$ cat config.mk
export PLATFORM = sky130hd
export DESIGN_NAME = cache_port_arbiter
export DESIGN_NICKNAME = d
export VERILOG_FILES = /design/src/rtl/cache_port_arbiter.sv
export SDC_FILE = /design/constraint.sdc
export NUM_CORES = 1
export LEC_CHECK = 0
export BUFFER_PORTS_ARGS = -buffer_cell sky130_fd_sc_hd__buf_2
export CORE_ASPECT_RATIO = 1.5
export CORE_MARGIN = 2
export CORE_UTILIZATION = 48
export CTS_CLUSTER_DIAMETER = 30
export DETAILED_ROUTE_END_ITERATION = 8
export PLACE_DENSITY = 0.8
export SLEW_MARGIN = 30
export SYNTH_ARGS = -nofsm -noshare
export SYNTH_HDL_FRONTEND = slang
export SYNTH_SLANG_ARGS = --single-unit
export TNS_END_PERCENT = 10
$ cat constraint.sdc
create_clock -name clk -period 2.44 [get_ports clk]
set_input_delay 0.244 -clock clk [delete_from_list [all_inputs] [get_ports clk]]
set_output_delay 0.244 -clock clk [all_outputs]
set_load 0.03 [all_outputs]
$ cat src/rtl/cache_port_arbiter.sv
// Round-robin arbiter sharing the cache CPU port between requester A (ifetch)
// and requester B (load/store). One transaction in flight: grant, issue, respond.
module cache_port_arbiter #(
    parameter int unsigned ADDR_W  = 8,
    parameter int unsigned DATA_W  = 32,
    parameter int unsigned CNT_W   = 16,
    parameter int unsigned TIMEOUT = 15
) (
    input  logic              clk,
    input  logic              rst_n,
    // requester A
    input  logic              a_valid,
    output logic              a_ready,
    input  logic [ADDR_W-1:0] a_addr,
    input  logic              a_rw,
    input  logic [DATA_W-1:0] a_din,
    output logic              a_rsp_valid,
    output logic [DATA_W-1:0] a_rsp_data,
    output logic              a_rsp_err,
    // requester B
    input  logic              b_valid,
    output logic              b_ready,
    input  logic [ADDR_W-1:0] b_addr,
    input  logic              b_rw,
    input  logic [DATA_W-1:0] b_din,
    output logic              b_rsp_valid,
    output logic [DATA_W-1:0] b_rsp_data,
    output logic              b_rsp_err,
    // cache CPU port
    output logic              c_valid,
    input  logic              c_ready,
    output logic [ADDR_W-1:0] c_addr,
    output logic              c_rw,
    output logic [DATA_W-1:0] c_din,
    input  logic [DATA_W-1:0] c_dout,
    // debug grant counters
    output logic [CNT_W-1:0]  cnt_a,
    output logic [CNT_W-1:0]  cnt_b
);

    typedef enum logic [1:0] {StIdle, StIssue, StResp} state_e;

    // Last ISSUE cycle allowed before aborting (timeout counter starts at 0).
    localparam logic [7:0] TmoLast = 8'(TIMEOUT - 1);

    state_e              state_q, state_d;
    logic                ptr_q, ptr_d;      // 0: favour A, 1: favour B
    logic                owner_q, owner_d;  // 0: A, 1: B
    logic [ADDR_W-1:0]   addr_q, addr_d;
    logic                rw_q, rw_d;
    logic [DATA_W-1:0]   din_q, din_d;
    logic [7:0]          tmo_q, tmo_d;
    logic [CNT_W-1:0]    cnt_a_q, cnt_a_d, cnt_b_q, cnt_b_d;
    logic                a_rsp_valid_q, a_rsp_valid_d, b_rsp_valid_q, b_rsp_valid_d;
    logic                a_rsp_err_q, a_rsp_err_d, b_rsp_err_q, b_rsp_err_d;
    logic [DATA_W-1:0]   a_rsp_data_q, a_rsp_data_d, b_rsp_data_q, b_rsp_data_d;
    logic                grant_a, grant_b;

    // Grant selection; ready is gated by reset so it reads 0 while rst_n is low.
    always_comb begin
        grant_a = a_valid && (!b_valid || !ptr_q);
        grant_b = b_valid && (!a_valid || ptr_q);
        a_ready = rst_n && (state_q == StIdle) && grant_a;
        b_ready = rst_n && (state_q == StIdle) && grant_b;
    end

    // Next-state, holding registers, counters and response pulses.
    always_comb begin
        state_d       = state_q;
        ptr_d         = ptr_q;
        owner_d       = owner_q;
        addr_d        = addr_q;
        rw_d          = rw_q;
        din_d         = din_q;
        tmo_d         = tmo_q;
        cnt_a_d       = cnt_a_q;
        cnt_b_d       = cnt_b_q;
        a_rsp_valid_d = 1'b0;
        a_rsp_data_d  = '0;
        a_rsp_err_d   = 1'b0;
        b_rsp_valid_d = 1'b0;
        b_rsp_data_d  = '0;
        b_rsp_err_d   = 1'b0;
        unique case (state_q)
            StIdle: begin
                if (grant_a) begin
                    owner_d = 1'b0;
                    addr_d  = a_addr;
                    rw_d    = a_rw;
                    din_d   = a_din;
                    cnt_a_d = (cnt_a_q == '1) ? cnt_a_q : cnt_a_q + 1'b1;
                    tmo_d   = '0;
                    state_d = StIssue;
                end else if (grant_b) begin
                    owner_d = 1'b1;
                    addr_d  = b_addr;
                    rw_d    = b_rw;
                    din_d   = b_din;
                    cnt_b_d = (cnt_b_q == '1) ? cnt_b_q : cnt_b_q + 1'b1;
                    tmo_d   = '0;
                    state_d = StIssue;
                end
            end
            StIssue: begin
                if (c_ready) begin
                    state_d = StResp;
                end else if (tmo_q == TmoLast) begin
                    // Abort: error response to the owner, pointer flips.
                    a_rsp_valid_d = !owner_q;
                    a_rsp_err_d   = !owner_q;
                    b_rsp_valid_d = owner_q;
                    b_rsp_err_d   = owner_q;
                    ptr_d         = !ptr_q;
                    state_d       = StIdle;
                end else begin
                    tmo_d = tmo_q + 8'd1;
                end
            end
            StResp: begin
                // c_dout is valid in this cycle (one after acceptance).
                a_rsp_valid_d = !owner_q;
                b_rsp_valid_d = owner_q;
                if (!owner_q && !rw_q) a_rsp_data_d = c_dout;
                if (owner_q && !rw_q)  b_rsp_data_d = c_dout;
                ptr_d   = !owner_q;
                state_d = StIdle;
            end
            default: state_d = StIdle;
        endcase
    end

    // State and output registers, asynchronous active-low reset.
    always_ff @(posedge clk or negedge rst_n) begin
        if (!rst_n) begin
            state_q       <= StIdle;
            ptr_q         <= 1'b0;
            owner_q       <= 1'b0;
            addr_q        <= '0;
            rw_q          <= 1'b0;
            din_q         <= '0;
            tmo_q         <= '0;
            cnt_a_q       <= '0;
            cnt_b_q       <= '0;
            a_rsp_valid_q <= 1'b0;
            a_rsp_data_q  <= '0;
            a_rsp_err_q   <= 1'b0;
            b_rsp_valid_q <= 1'b0;
            b_rsp_data_q  <= '0;
            b_rsp_err_q   <= 1'b0;
        end else begin
            state_q       <= state_d;
            ptr_q         <= ptr_d;
            owner_q       <= owner_d;
            addr_q        <= addr_d;
            rw_q          <= rw_d;
            din_q         <= din_d;
            tmo_q         <= tmo_d;
            cnt_a_q       <= cnt_a_d;
            cnt_b_q       <= cnt_b_d;
            a_rsp_valid_q <= a_rsp_valid_d;
            a_rsp_data_q  <= a_rsp_data_d;
            a_rsp_err_q   <= a_rsp_err_d;
            b_rsp_valid_q <= b_rsp_valid_d;
            b_rsp_data_q  <= b_rsp_data_d;
            b_rsp_err_q   <= b_rsp_err_d;
        end
    end

    // Cache port driven straight from the holding registers while issuing.
    always_comb begin
        c_valid     = (state_q == StIssue);
        c_addr      = addr_q;
        c_rw        = rw_q;
        c_din       = din_q;
        cnt_a       = cnt_a_q;
        cnt_b       = cnt_b_q;
        a_rsp_valid = a_rsp_valid_q;
        a_rsp_data  = a_rsp_data_q;
        a_rsp_err   = a_rsp_err_q;
        b_rsp_valid = b_rsp_valid_q;
        b_rsp_data  = b_rsp_data_q;
        b_rsp_err   = b_rsp_err_q;
    end

endmodule
; Word-level counts from Yosys, hierarchy flattened
; Cells that the tools add are included.
[word_totals]
ff_bits = 153
inputBits = 119
output_inout_bits = 144
wordCells = 88
[classes]
addsub = 3
eq_ne = 10
muxes = 33
bitwise = 3
reduce_logical = 24
[ops]
columns = operator, count
row1 = two-way mux 32 bit, 6
row2 = two-way mux 8 bit, 6
row3 = "adder 16 x 1 -> 16 bit, second input constant", 2
row4 = "== test 16 bit, second input constant", 2
row5 = case mux 8 bit (2 select lines), 1
row6 = two-way mux 1 bit, 12
row7 = "adder 8 x 1 -> 8 bit, second input constant", 1
row8 = "== test 8 x 4 -> 1 bit, second input constant", 1
row9 = two-way mux 2 bit, 4
row10 = AND reduction 4 bit, 2
row11 = logical AND 1 bit, 7
row12 = case mux 1 bit (2 select lines), 3
row13 = AND reduction 3 bit, 2
row14 = nonzero test 2 bit, 3
row15 = zero test 1 bit, 5
row16 = "!= test 2 bit, second input constant", 2
row17 = case mux 2 bit (2 select lines), 1
row18 = AND reduction 2 bit, 2
row19 = "!= test 3 x 1 -> 1 bit, second input constant", 1
row20 = "!= test 3 bit, second input constant", 1
row21 = NOT 1 bit, 3
row22 = "== test 2 x 1 -> 1 bit, second input constant", 1
row23 = "== test 2 bit, second input constant", 1
row24 = zero test 2 bit, 1
row25 = other kinds (2), 3

; Longest topological paths before layout
; Gate-level depths: netlist of the first run.
[logic_depth]
depth_word = 6
depth_mapped = 9
ltp_nobuf = 6

; Worst setup path before layout of the first run
; OpenSTA, ideal clock, no wires.
[synth_path]
path_kind = register -> register
start = register tmo_q[0]
end = register tmo_q[1]
setup_ns = 0.122
t_arrival_ns = 1.859
t_required_ns = 2.318
setup_slack_ns = 0.459
stages_incl_launch_ff = 8
n_path_buf = 1
synth_period_minus_slack_ns = 1.981
path_cell_list = dfrtp_1 -> inv_1 -> ha_1 -> or4b_4 -> buf_6 -> o21a_1 -> mux2_4 -> a32o_1
[synth_via]
elab_chain_len = 4
elab_cells_between_ends = 7
classes_between = add/sub (1) / eq/ne (2) / mux (3) / reduce/logical (1)
[synth_lines]
columns = item, line
row1 = start: declaration, 52  ; logic [7:0] tmo_q, tmo_d;
row2 = start signal: assignment, 157  ; tmo_q <= tmo_d;
row3 = adder 8 x 1 -> 8 bit, 116  ; tmo_d = tmo_q + 8'd1;
row4 = two-way mux 8 bit, 107  ; end else if (tmo_q == TmoLast) begin
row5 = two-way mux 8 bit, 105  ; if (c_ready) begin
row6 = case mux 8 bit (2 select lines), 84  ; unique case (state_q)
; Parallel ways exist; a longest one is shown, timed or not. The select of a mux whose other input is x is not followed.
; A chain may end at the register's enable or synchronous reset.

; Worst setup path in the final report of the first run
[layout_path]
start = register state_q[0]
end = output port b_ready
[layout_via]
elab_chain_len = 3
[layout_lines]
columns = item, line
row1 = start: declaration, 46  ; state_e state_q, state_d;
row2 = start signal: assignment, 135  ; state_q <= StIdle;
row3 = start signal: assignment, 151  ; state_q <= state_d;
row4 = zero test 2 bit, 64  ; b_ready = rst_n && (state_q == StIdle) && grant_b;
row5 = logical AND 1 bit (2 in series), 64
row6 = end: declaration, 22  ; output logic b_ready,
; No other way between the ends.

==> impl_metrics.ini, run 1 <==
[outcome]
status = completed

[floorplanning]
die_width_um = 98.2
num_rows = 51
start_util = 0.491
core_area_um2 = 13000
die_h_um = 145
io_pins = 263
dieArea_um2 = 14300

[grt]
use_met2 = 0.359
grt_pass1_wl_mm = 24.3
met1_usage = 0.259
busiest_layer = met2
grt_max_degree = 140
grt_use_total = 0.209
grtUsageMet3 = 0.0462
first_global_vias = 5097
globalRouteOverflowTotal = 0
grt_antenna_before_repair = 0

[timing]
fmax_ghz = 0.442
drv_slew = 0
finalHoldViolations = 0
setup_violations = 0
final.setup.tns_ns = 0
tightest_slew_ns = 0.767
min_period_ns = 2.26
skew_ns = 0.00813
max_slew_margin = 0.488
fin_crit_sh = 0.926
rsz0062_at_grt = no

[synthesis]
synth_nets = 721
synth_top_family_by_area = simple AND/OR/NAND/NOR gates
synth-xor-area-share = 0.0384
syn_inst = 595
synth_edf_count = 0
yosys_most_used_dff = dfrtp_1
synth_compound_gate_area_share = 0.0717
syn_area_um2 = 6390
async_flop_share = 1.00
synthDistinctLibCells = 49
yosys_warnings = 0
yosys.area_share.simple = 0.171
synthAdderAreaFrac = 0.0137
ys_seq_area_frac = 0.599
synth_area_per_cell_um2 = 10.7
muxShareOfSynthArea = 0.0770
synth-seq-cells = 153

[place]
place_hpwl_mm = 10.8
place_congestion = 0.912
port_buffers = 262

[final_layout]
layout.nets = 979
fill_cells = 1077
antenna_cells = 0
drive_gt1_frac = 0.368
syn_to_final_growth_pct = 32.5

[power]
power_frac_clock = 0.253
p_leak_nw = 4.53
power_w = 0.00973
pwr-share-comb = 0.385
powerDensity_nw_per_um2 = 1150
sw_frac_of_total = 0.423
seqPwrFrac = 0.362
p_int_w = 0.00561
peakVddDrop_mv = 0.738
p_sw_w = 0.00412

[flow_run]
drv_cap = 0

[detailed_routing]
routed_wl_mm = 14.8
drt_first_pass_iters = 4
drc_errors = 0
vias = 5227
wl_per_cell_um = 14.4
drt_iter0_markers = 189
vias_per_cell = 5.10
ant_nets = 0

[clock_tree]
cts_root_buffer = clkbuf_16
cts.sinks = 153
cts_tree = built
post_cts_resized = 0
clock_latency_ns = 0.41
clockBufferDepth = 2
cts_setup_buffers = 0
clkTransAtPathRegs_ns = 0.07
cts_made_buffers = 17
h-tree-depth = 4
cts_hold_buf = 1

[hold_path]
hold_depth = 3
min_path_type = in2reg

[critical_path]
cp-start-kind = register
crit_arrival_ns = 2.02
cp-end-kind = primary output
reg2reg_depth = 6
critPathMaxFanout = 7
crit_type = reg2out
required_ns = 2.20
metal layers:
metal	up-vias	wire length, um
met4	0	277
li1	2549	-
met5	-	0
met2	227	7610
met3	20	928
met1	2431	5950
power by group through the flow:
stage	registers (W)	clock network (W)	logic [W]
2_1_floorplan	0.00455	0	0.00158
6_report	0.00352	0.00246	0.00375
3_3_place_gp	0.00355	0	0.00369
3_5_place_dp	0.00355	0	0.00379
4_1_cts	0.00352	0.00252	0.00379
5_1_grt	0.00359	0.00265	0.00408
cells in the final DEF, fill, tap and decap left out, types with 6 or more instances in the layout:
cell type    n
dfrtp_1    153
clkbuf_16   17
inv_1       11
nand4_1      9
xor2_1      20
nand3_1     16
ha_1         7
nor3_1       7
nand2_1     88
nor2_1      75
buf_2      261
nor4_1      14
mux2i_1     42
o21ai_0     45
inv_6        6
xnor2_1      8
final cells by class:
cell class                      instances  area [um2]  share of cell area
Multi-Input combinational cell        398        2390               0.282
Clock buffer                           17         425              0.0503
Inverter                               11        41.3             0.00488
Timing Repair Buffer                  272        1450               0.171
Tap cell                              159         199              0.0235
Sequential cell                       153        3830               0.453
Clock inverter                         15         133              0.0157
Yosys cell counts (all sizes together), types with 4 or more instances:
cell type	instances	share of area
nand4	9	0.0088
mux2i	42	0.066
xnor2	8	0.011
o21ai	46	0.036
inv	11	0.0065
a21oi	5	0.0039
buf	12	0.010
nand2	89	0.052
nor2	75	0.044
clkbuf	21	0.012
xor2	20	0.027
nand3	16	0.013
and3	5	0.0049
or2	4	0.0039
nor4	15	0.016
a211oi	5	0.0059
mux2	6	0.011
nor3	7	0.0055
dfrtp	153	0.60
ha	7	0.014
nand2b	4	0.0039
critical path, stage by stage, from the launching register on:
cell,delay (ns)
dfrtp_1,0.38
inv_1,0.11
ha_1,0.29
nand2_1,0.15
or2_2,0.37
nor2_1,0.10
buf_2,0.20
per-stage QoR:
| stage | worst slack (ns) | util | area (um2) | instances | hold slack (ns) |
|---|---|---|---|---|---|
| floorplan | 0.459 | - | 6390 | 595 | -0.0516 |
| global placement | 0.383 | 0.606 | 7890 | 992 | 0.0779 |
| detailed placement | 0.279 | 0.606 | 7890 | 992 | 0.0805 |
| CTS | 0.162 | 0.650 | 8460 | 1025 | 0.0477 |
| global route | 0.0397 | 0.650 | 8460 | 1025 | 0.0637 |
| finish | 0.179 | 0.650 | 8460 | 1025 | 0.0681 |
cell families (layout without fill, tap and decap cells):
kind of cell,after synthesis,after routing
compound gates,76,76
xor+xnor,28,28
fa+ha+maj,7,7
buf+inv,44,315
flops,153,153
mux,48,48
simple gates,239,239
path summary, 6_finish.rpt:
check	startpoint	endpoint	slack, ns
worst max register to register	state_q[0]	c_din[14]	0.26
worst min-delay path	c_dout[8]	a_rsp_data[8]	0.07
worst max-delay path	state_q[0]	b_ready	0.18
min in group asynchronous	rst_n	cnt_a[14]	0.21
worst min register to register	c_din[13]	c_din[13]	0.48
max in group asynchronous	rst_n	cnt_b[4]	1.24
registers in the layout (all words and copies together) (netlist names):
signal       count
a_rsp_data      32
a_rsp_err        1
a_rsp_valid      1
b_rsp_data      32
b_rsp_err        1
b_rsp_valid      1
c_addr           8
c_din           32
c_rw             1
cnt_a           16
cnt_b           16
owner_q          1
ptr_q            1
state_q          2
tmo_q            8
Power figures use the tool's default switching activity.
==> run 2: changes to the inputs <==
- CORE_ASPECT_RATIO: 1.5 -> unset
==> impl_metrics.ini, run 2 (synthesis gave the netlist of run 1 again) <==
[critical_path]
r2r_slack_ns = 0.27
crit_arrival_ns = 1.98
critPathMaxFanout = 7
r2r-end = tmo_q[3]
timing.rr.start = state_q[0]
required_ns = 2.20
reg2reg_depth = 7
crit_type = reg2out
cp_cell_sequence = inv_1 -> ha_1 -> nand2_1 -> or2_2 -> nor2_1 -> buf_2
cp-end-kind = primary output
cpPeakStageDelay_ns = 0.38
slowest_stage = dfrtp_1
cp-start-kind = register

[clock_tree]
clockBufferDepth = 2
clkTransAtPathRegs_ns = 0.06
cts_made_buffers = 17
cts_hold_buf = 1
cts.sinks = 153
clock_latency_ns = 0.41
cts_tree = built
h-tree-depth = 4
cts_setup_buffers = 0
cts_root_buffer = clkbuf_16
post_cts_resized = 0

[timing]
setup_violations = 0
rsz0062_at_grt = no
skew_ns = 0.00815
fin_crit_sh = 0.912
max_slew_margin = 0.559
fmax_ghz = 0.449
finalHoldViolations = 0
drv_slew = 0
min_period_ns = 2.23
whs_ns = 0.0717
tightest_slew_ns = 0.656
final.setup.tns_ns = 0
layout_setup_ws_ns = 0.214

[detailed_routing]
wl_per_cell_um = 14.4
drt_iter0_markers = 312
drt_first_pass_iters = 4
drc_errors = 0
ant_nets = 0
routed_wl_mm = 15.0
vias = 5259
vias_per_cell = 5.05

[floorplanning]
die_width_um = 119
die_h_um = 119
start_util = 0.486
io_pins = 263
core_area_um2 = 13100
dieArea_um2 = 14200
num_rows = 42

[flow_run]
drv_cap = 0

[final_layout]
drive_gt1_frac = 0.365
final_common_cell = buf_2
final_cell_mix = 261 x buf_2, 153 x dfrtp_1, 88 x nand2_1
layout.nets = 979
syn_to_final_growth_pct = 33.3
fill_cells = 1098
antenna_cells = 0

[grt]
grt_antenna_before_repair = 0
globalRouteOverflowTotal = 0
first_global_vias = 5059
grt_use_total = 0.216
grt_max_degree = 89
grt_pass1_wl_mm = 24.2

[hold_path]
hold_depth = 3
min_to = a_rsp_data[23]
min_path_type = in2reg
min-delay-start = c_dout[23]

[power]
pwr-share-comb = 0.381
seqPwrFrac = 0.358
p_int_w = 0.00586
powerDensity_nw_per_um2 = 1160
sw_frac_of_total = 0.405
p_sw_w = 0.00399
power_frac_clock = 0.261
peakVddDrop_mv = 0.619
p_leak_nw = 4.53

[place]
port_buffers = 262
place_ws_ns = 0.244
place_congestion = 0.887
place_hpwl_mm = 11.0

[outcome]
status = completed
run 2: layout make-up:
| cell class | count | area (um2) | share of cell area |
|---|---|---|---|
| well taps | 176 | 220 | 0.0259 |
| clock inverters | 9 | 114 | 0.0134 |
| repair buffers | 272 | 1450 | 0.170 |
| inverters | 11 | 41.3 | 0.00485 |
| multi-input cells | 398 | 2390 | 0.281 |
| flip-flops and latches | 153 | 3830 | 0.450 |
| clock buffers | 22 | 474 | 0.0557 |
run 2: worst max-delay path by stage:
| stage | startpoint | endpoint | slack, ns |
|---|---|---|---|
| after global routing | state_q[0] | tmo_q[3] | 0.07 |
| after floorplan | tmo_q[0] | tmo_q[1] | 0.46 |
| after CTS | state_q[0] | b_ready | 0.19 |
| after global placement | state_q[0] | tmo_q[5] | 0.35 |
| final | state_q[0] | b_ready | 0.21 |
| after detailed placement | state_q[0] | tmo_q[5] | 0.24 |
run 2: routing by layer:
| layer | track usage | vias up | wire, um |
|---|---|---|---|
| met5 | 0 | - | 0 |
| met4 | 0.0868 | 0 | 316 |
| met3 | 0.0517 | 29 | 1080 |
| met2 | 0.365 | 234 | 7510 |
| met1 | 0.268 | 2447 | 6100 |
| li1 | - | 2549 | - |
run 2: power by group through the flow:
| stage | Combinational, W | Clock [W] | Sequential [W] |
|---|---|---|---|
| floorplan | 0.00158 | 0 | 0.00455 |
| global placement | 0.00370 | 0 | 0.00356 |
| detailed placement | 0.00381 | 0 | 0.00355 |
| CTS | 0.00380 | 0.00262 | 0.00353 |
| global route | 0.00411 | 0.00278 | 0.00360 |
| finish | 0.00375 | 0.00257 | 0.00352 |
run 2: stage by stage:
| stage | cells | total power (W) | utilization | area (um2) |
|---|---|---|---|---|
| detailed placement | 1009 | 0.00736 | 0.602 | 7910 |
| finish | 1041 | 0.00985 | 0.648 | 8510 |
| global route | 1041 | 0.0105 | 0.648 | 8510 |
| floorplan | 595 | 0.00613 | - | 6390 |
| CTS | 1041 | 0.00995 | 0.648 | 8510 |
| global placement | 1009 | 0.00725 | 0.602 | 7910 |
run 2: worst max-delay path, delay by kind of cell (launching register included):
| family | cells | cell delay [ns] |
|---|---|---|
| simple gates | 3 | 0.62 |
| flops | 1 | 0.38 |
| buf+inv | 2 | 0.29 |
| fa+ha+maj | 1 | 0.29 |
